**src/rtl/ex_muldiv_unit_pkg.sv**
```systemverilog
// Shared encodings for the RV32M/RV64M multiply/divide unit: funct3 op codes,
// FSM states and the operand-signedness helpers used at issue time.
package ex_muldiv_unit_pkg;

    localparam int XLEN_DEFAULT = 32;

    typedef enum logic [2:0] {
        OP_MUL    = 3'd0,
        OP_MULH   = 3'd1,
        OP_MULHSU = 3'd2,
        OP_MULHU  = 3'd3,
        OP_DIV    = 3'd4,
        OP_DIVU   = 3'd5,
        OP_REM    = 3'd6,
        OP_REMU   = 3'd7
    } muldiv_op_e;

    typedef enum logic [1:0] {
        ST_IDLE = 2'd0,
        ST_CALC = 2'd1,
        ST_DONE = 2'd2
    } muldiv_state_e;

    // MUL only keeps the low half, which is identical for signed and unsigned
    // operands, so it runs as unsigned.
    function automatic logic op_signed_a(input logic [2:0] op);
        return (op == OP_MULH) || (op == OP_MULHSU) || (op == OP_DIV) || (op == OP_REM);
    endfunction

    function automatic logic op_signed_b(input logic [2:0] op);
        return (op == OP_MULH) || (op == OP_DIV) || (op == OP_REM);
    endfunction

endpackage

```
**src/rtl/muldiv_negate.sv**
```systemverilog
// Conditional two's-complement of an N-bit value; purely combinational,
// no backpressure.
module muldiv_negate #(
    parameter int N = 32
) (
    input  logic [N-1:0] val,
    input  logic         neg,
    output logic [N-1:0] res
);

    localparam logic [N-1:0] ONE = {{(N-1){1'b0}}, 1'b1};

    assign res = neg ? (~val + ONE) : val;

endmodule

```
**src/rtl/ex_muldiv_unit.sv**
```systemverilog
// Iterative radix-2 multiply/divide unit: XLEN+1 cycles issue-to-result, 1 on the
// div-by-zero/overflow fast path; holds the pipeline via stall_req_o until DONE.
module ex_muldiv_unit
    import ex_muldiv_unit_pkg::*;
#(
    parameter int XLEN   = XLEN_DEFAULT,
    parameter int REG_AW = 5
) (
    input  logic              clk,
    input  logic              rst,
    input  logic              start_i,
    input  logic [2:0]        op_i,
    input  logic [XLEN-1:0]   reg1_i,
    input  logic [XLEN-1:0]   reg2_i,
    input  logic [REG_AW-1:0] wd_i,
    input  logic              wreg_i,
    input  logic              flush_i,
    output logic [XLEN-1:0]   wdata_o,
    output logic [REG_AW-1:0] wd_o,
    output logic              wreg_o,
    output logic              done_o,
    output logic              busy_o,
    output logic              stall_req_o
);

    localparam int CW = $clog2(XLEN) + 1;
    localparam logic [CW-1:0] CNT_INIT = CW'(XLEN);
    localparam logic [CW-1:0] CNT_ONE  = CW'(1);
    localparam logic [XLEN-1:0] MIN_NEG = {1'b1, {(XLEN-1){1'b0}}};

    muldiv_state_e state, state_nxt;

    logic [2:0]        op_q;
    logic [XLEN-1:0]   a_q;
    logic [XLEN-1:0]   b_q;
    logic              sa_q;
    logic              sb_q;
    logic [REG_AW-1:0] wd_q;
    logic              wreg_q;
    logic [CW-1:0]     cnt_q;
    logic [2*XLEN-1:0] acc_q;
    logic [XLEN-1:0]   res_q;

    // ---------------- issue-time decode ----------------
    logic            sgn_a_in, sgn_b_in;
    logic [XLEN-1:0] a_mag, b_mag;
    logic            div_zero, div_ovf, fast;
    logic [XLEN-1:0] fast_res;
    logic            accept;

    assign sgn_a_in = reg1_i[XLEN-1] & op_signed_a(op_i);
    assign sgn_b_in = reg2_i[XLEN-1] & op_signed_b(op_i);

    muldiv_negate #(.N(XLEN)) u_neg_a (.val(reg1_i), .neg(sgn_a_in), .res(a_mag));
    muldiv_negate #(.N(XLEN)) u_neg_b (.val(reg2_i), .neg(sgn_b_in), .res(b_mag));

    assign div_zero = op_i[2] && (reg2_i == '0);
    assign div_ovf  = ((op_i == OP_DIV) || (op_i == OP_REM)) &&
                      (reg1_i == MIN_NEG) && (reg2_i == '1);
    assign fast     = div_zero || div_ovf;

    // op_i[1] separates REM/REMU from DIV/DIVU.
    always_comb begin
        fast_res = '0;
        if (div_zero) begin
            fast_res = op_i[1] ? reg1_i : '1;
        end else if (div_ovf) begin
            fast_res = op_i[1] ? '0 : reg1_i;
        end
    end

    assign accept = (state == ST_IDLE) && start_i && !flush_i;

    // ---------------- one radix-2 step ----------------
    logic [XLEN:0]     mul_sum;
    logic [2*XLEN-1:0] mul_nxt;
    logic [XLEN:0]     div_hi;
    logic              div_ge;
    logic [XLEN-1:0]   div_diff;
    logic [2*XLEN-1:0] div_nxt;
    logic [2*XLEN-1:0] step_nxt;

    assign mul_sum = {1'b0, acc_q[2*XLEN-1:XLEN]} + (acc_q[0] ? {1'b0, a_q} : '0);
    assign mul_nxt = {mul_sum, acc_q[XLEN-1:1]};

    // Shifted partial remainder needs one extra bit before the compare.
    assign div_hi   = acc_q[2*XLEN-1:XLEN-1];
    assign div_ge   = div_hi >= {1'b0, b_q};
    assign div_diff = div_hi[XLEN-1:0] - b_q;
    assign div_nxt  = div_ge ? {div_diff, acc_q[XLEN-2:0], 1'b1}
                             : {acc_q[2*XLEN-2:0], 1'b0};

    assign step_nxt = op_q[2] ? div_nxt : mul_nxt;

    // ---------------- sign fix-up on the final step ----------------
    logic [XLEN-1:0]   div_sel;
    logic [2*XLEN-1:0] fix_in;
    logic [2*XLEN-1:0] fix_out;
    logic              fix_neg;
    logic [XLEN-1:0]   fix_res;

    assign div_sel = op_q[1] ? step_nxt[2*XLEN-1:XLEN] : step_nxt[XLEN-1:0];
    assign fix_in  = op_q[2] ? {{XLEN{1'b0}}, div_sel} : step_nxt;
    assign fix_neg = (op_q[2] && op_q[1]) ? sa_q : (sa_q ^ sb_q);

    muldiv_negate #(.N(2*XLEN)) u_neg_res (.val(fix_in), .neg(fix_neg), .res(fix_out));

    assign fix_res = (op_q[2] || (op_q[1:0] == 2'b00)) ? fix_out[XLEN-1:0]
                                                      : fix_out[2*XLEN-1:XLEN];

    // ---------------- state and datapath registers ----------------
    always_ff @(posedge clk) begin
        if (!rst) begin
            state  <= ST_IDLE;
            op_q   <= '0;
            a_q    <= '0;
            b_q    <= '0;
            sa_q   <= 1'b0;
            sb_q   <= 1'b0;
            wd_q   <= '0;
            wreg_q <= 1'b0;
            cnt_q  <= '0;
            acc_q  <= '0;
            res_q  <= '0;
        end else begin
            state <= state_nxt;
            if (accept) begin
                op_q   <= op_i;
                a_q    <= a_mag;
                b_q    <= b_mag;
                sa_q   <= sgn_a_in;
                sb_q   <= sgn_b_in;
                wd_q   <= wd_i;
                wreg_q <= wreg_i;
                if (fast) begin
                    res_q <= fast_res;
                end else begin
                    cnt_q <= CNT_INIT;
                    acc_q <= op_i[2] ? {{XLEN{1'b0}}, a_mag} : {{XLEN{1'b0}}, b_mag};
                end
            end else if ((state == ST_CALC) && !flush_i) begin
                acc_q <= step_nxt;
                cnt_q <= cnt_q - CNT_ONE;
                if (cnt_q == CNT_ONE) begin
                    res_q <= fix_res;
                end
            end
        end
    end

    // ---------------- next state and status outputs ----------------
    always_comb begin
        state_nxt   = state;
        done_o      = 1'b0;
        busy_o      = 1'b0;
        stall_req_o = 1'b0;
        wreg_o      = 1'b0;
        case (state)
            ST_IDLE: begin
                if (start_i && !flush_i) begin
                    stall_req_o = 1'b1;
                    state_nxt   = fast ? ST_DONE : ST_CALC;
                end
            end
            ST_CALC: begin
                busy_o      = 1'b1;
                stall_req_o = 1'b1;
                if (flush_i) begin
                    state_nxt = ST_IDLE;
                end else if (cnt_q == CNT_ONE) begin
                    state_nxt = ST_DONE;
                end
            end
            ST_DONE: begin
                busy_o    = 1'b1;
                done_o    = 1'b1;
                wreg_o    = wreg_q;
                state_nxt = ST_IDLE;
            end
            default: state_nxt = ST_IDLE;
        endcase
    end

    assign wdata_o = res_q;
    assign wd_o    = wd_q;

endmodule

```
**config.mk**
```make
export PLATFORM = sky130hd
export DESIGN_NAME = ex_muldiv_unit
export DESIGN_NICKNAME = d
export VERILOG_FILES = /design/src/rtl/ex_muldiv_unit_pkg.sv /design/src/rtl/muldiv_negate.sv /design/src/rtl/ex_muldiv_unit.sv
export SDC_FILE = /design/constraint.sdc
export NUM_CORES = 1
export LEC_CHECK = 0
export ABC_AREA = 1
export CORE_MARGIN = 2
export CORE_UTILIZATION = 28
export DETAILED_ROUTE_END_ITERATION = 6
export MAX_ROUTING_LAYER = met4
export PLACE_DENSITY_LB_ADDON = 0.15
export SLEW_MARGIN = 15
export SYNTH_ARGS = -nofsm -noshare
export SYNTH_HDL_FRONTEND = slang
export SYNTH_SLANG_ARGS = --single-unit
export TNS_END_PERCENT = 5
```
**constraint.sdc**
```tcl
create_clock -name clk -period 3.8 [get_ports clk]
set_input_delay 0.76 -clock clk [delete_from_list [all_inputs] [get_ports clk]]
set_output_delay 0.76 -clock clk [all_outputs]
set_load 0.02 [all_outputs]
```
==> results.json <==
{
  "root_buffer": "clkbuf_16",
  "topRoutingLayerUsed": "met4",
  "postLayoutCellArea_mm2": 0.02807,
  "grt_max_degree": 105,
  "synth.area.top_cells": "nand2_1 (20%), dfxtp_1 (19%), inv_1 (9.7%), nand3_1 (6.6%), nor2_1 (6.3%)",
  "totalPowerFinal_w": 0.008553,
  "crit_path_max_incr_delay_ps": 380,
  "synth_top_area_share_pct": 20.09,
  "place_hpwl_um": 77920,
  "synth_common_cells": "nand2_1 (987), inv_1 (477), nor2_1 (310)",
  "rows": 94,
  "cp-end-kind": "flip-flop",
  "antenna_found_initial": 0,
  "core_area_mm2": 0.06551,
  "grt_overflow": 0,
  "die_x_um": 260.6,
  "place_congestion": 1.005,
  "clkLatencyLatePin_ps": 500,
  "grt_pass1_wl_um": 139600,
  "clock-sinks": 179,
  "ys_async_sr_fraction_pct": 0,
  "power.leakage_nw": 13.94,
  "grt_pass1_vias": 22300,
  "cp-start-kind": "flip-flop",
  "area_growth_syn_to_layout_pct": 52.18,
  "synth_compound_area_share_pct": 15.98,
  "fin_crit_sh_pct": 98.51,
  "post_drt_wl_per_cell_um": 20.16,
  "drc": 0,
  "viasPerCell": 4.960,
  "syn_area_mm2": 0.01844,
  "synth_fp_nets": 3435,
  "drtPass1Iterations": 5,
  "wl_met2_um": 44170,
  "fmax_mhz": 267.1,
  "status": "finished, final reports clean",
  "final_hold_viol_count": 0,
  "fin_crit_ps": 3743,
  "peakVddDrop_v": 0.0003244,
  "cts_buffers": 17,
  "critical-path-slowest-cell": "dfxtp_4",
  "ys_warn_count": 0,
  "tightest_slew_ps": 983.7,
  "synth-xor-area-share_pct": 3.989,
  "pin_count": 118,
  "synth_most_common_cell": "nand2_1",
  "yosysSeqAreaShare_pct": 19.43,
  "drive_gt1_share_pct": 31.87,
  "maxCapViolCount": 0,
  "io_buffer_count": 117,
  "synthMuxAreaShare_pct": 0.05427,
  "skew_ps": 16.45,
  "die_y_um": 260.6,
  "worstPathRequired_ps": 4200,
  "crit_top_cell": "nand2_1",
  "rsz0062_at_grt": "true",
  "initial_utilization_pct": 28.15,
  "synth-seq-cells": 179,
  "synthAdderAreaFrac_pct": 5.170,
  "wirelength_um": 96160,
  "post-route-util_pct": 42.84,
  "met1_length_um": 42290,
  "synth-edff-count": 0,
  "synth_top_family_by_area": "simple AND/OR/NAND/NOR gates",
  "num_vias": 23660,
  "cts_tree": "yes",
  "syn_area_per_cell_um2": 5.618,
  "placed_area_mm2": 0.02444,
  "postSynthCellCount": 3283,
  "synth_cell_type_count": 56,
  "setup_viol": 0,
  "cts.path.max_buffers": 2,
  "yosys.area_share.simple_pct": 42.39,
  "ant_nets": 0,
  "holdBufCountCts": 0,
  "cp_max_fo": 4,
  "htree_levels": 4,
  "arrival_ps": 4140,
  "maxSlewViolCount": 0,
  "drtIter0Drc": 1973,
  "track_usage_pct": 28.51,
  "wl_met3_um": 6193,
  "dieArea_mm2": 0.06794,
  "yosys_most_used_dff": "dfxtp_1",
  "synth_area_leader_cell": "nand2_1",
  "max_slew_margin_pct": 34.42,
  "power.density_mw_per_mm2": 304.8,
  "clkTransAtPathRegs_ps": 80,
  "crit_type": "reg2reg",
  "fin_nets": 4045,
  "hp-class": "reg2reg"
}
## cells in the final DEF (no fill, tap or decap), drive strengths merged, types with 2 or more instances in the layout
cell / n
and2: 8
a41oi: 5
fa: 2
ha: 73
dfxtp: 179
o32ai: 2
a22oi: 2
a31oi: 16
clkbuf: 19
o221ai: 3
clkdlybuf4s50: 116
buf: 598
clkinv: 10
o211ai: 22
o21bai: 6
nand4: 53
xnor2: 23
nor2: 335
nor3: 43
xor2: 61
o31ai: 3
nand3b: 25
o21ai: 223
a21oi: 227
nand3: 266
nand2: 1039
nor4: 6
a211oi: 11
o21a: 2
or2: 17
inv: 494
a221oi: 11
## power breakdown
part	leakage (nW)	switching, W	internal (W)
registers	1.47	0.0000976	0.00200
clock network	0.291	0.000987	0.000903
logic	12.2	0.00276	0.00180
## sequential cells by signal, summed over array words and instances, names as in the netlist
register and cells:
a_q 32, sa_q 1, b_q 32, op_q 3
sb_q 1, acc_q 64, cnt_q 6, wdata_o 32
wreg_q 1, wd_o 5, state 2
## kinds of logic after synthesis
logic type               Yosys count
AO/OA/AOI/OAI                    536
XOR/XNOR                          84
adder cells (fa/ha/maj)           75
buffers and inverters            616
flip-flops                       179
multiplexers                       1
AND/OR/NAND/NOR                 1792
## path summary, 6_finish.rpt
check / startpoint / to / slack (ps) / cells past startpoint
setup / recovery: acc_q[0] / wdata_o[28] / 60 / 27
hold / removal: acc_q[10] / acc_q[10] / 490 / 2
setup reg to reg: acc_q[0] / wdata_o[28] / 60 / 27
hold reg to reg: acc_q[10] / acc_q[10] / 490 / 2
## worst max-delay path: cells and delay by family, from the launching register on
family,cells,cell delay [ps]
flops,1,380
compound gates,2,170
simple gates,18,2110
buf+inv,6,780
fa+ha+maj,1,160
## cell type report
cell class                      count  area [um2]
Antenna cell                        1       2.502
Clock buffer                       18       439.2
Clock inverter                     14       161.4
Fill cell                        7071       37440
Inverter                          491        1851
Multi-Input combinational cell   2489       15010
Sequential cell                   179        3610
Tap cell                          864        1081
Timing Repair Buffer              715        5913
## what timing repair did
| action | 4_1_cts | 5_1_grt |
|---|---|---|
| pin swaps | 42 | 147 |
| gates resized for setup | 193 | 443 |
| buffers inserted | 19 | 29 |
| setup endpoints to repair | 32 | 69 |
| cloned | 1 | 2 |
## metal layers
metal	GRT usage, %	vias to the layer above
li1	-	11730
met5	-	-
met1	36.87	10970
met2	45.35	799
met4	9.778	0
met3	4.089	169
## stage by stage
step / setup slack (ps) / TNS (ps) / std cells / hold WS (ps)
after floorplan: 464.0 / 0 / 3283 / 441.5
after global placement: -726.3 / -34560 / 4687 / 465.8
after detailed placement: -760.0 / -33310 / 4687 / 469.2
after CTS: -25.14 / -95.33 / 4739 / 480.7
after global routing: -113.9 / -1938 / 4770 / 514.2
final: 56.78 / 0 / 4771 / 485.6
(Power assumes the default switching activity.)
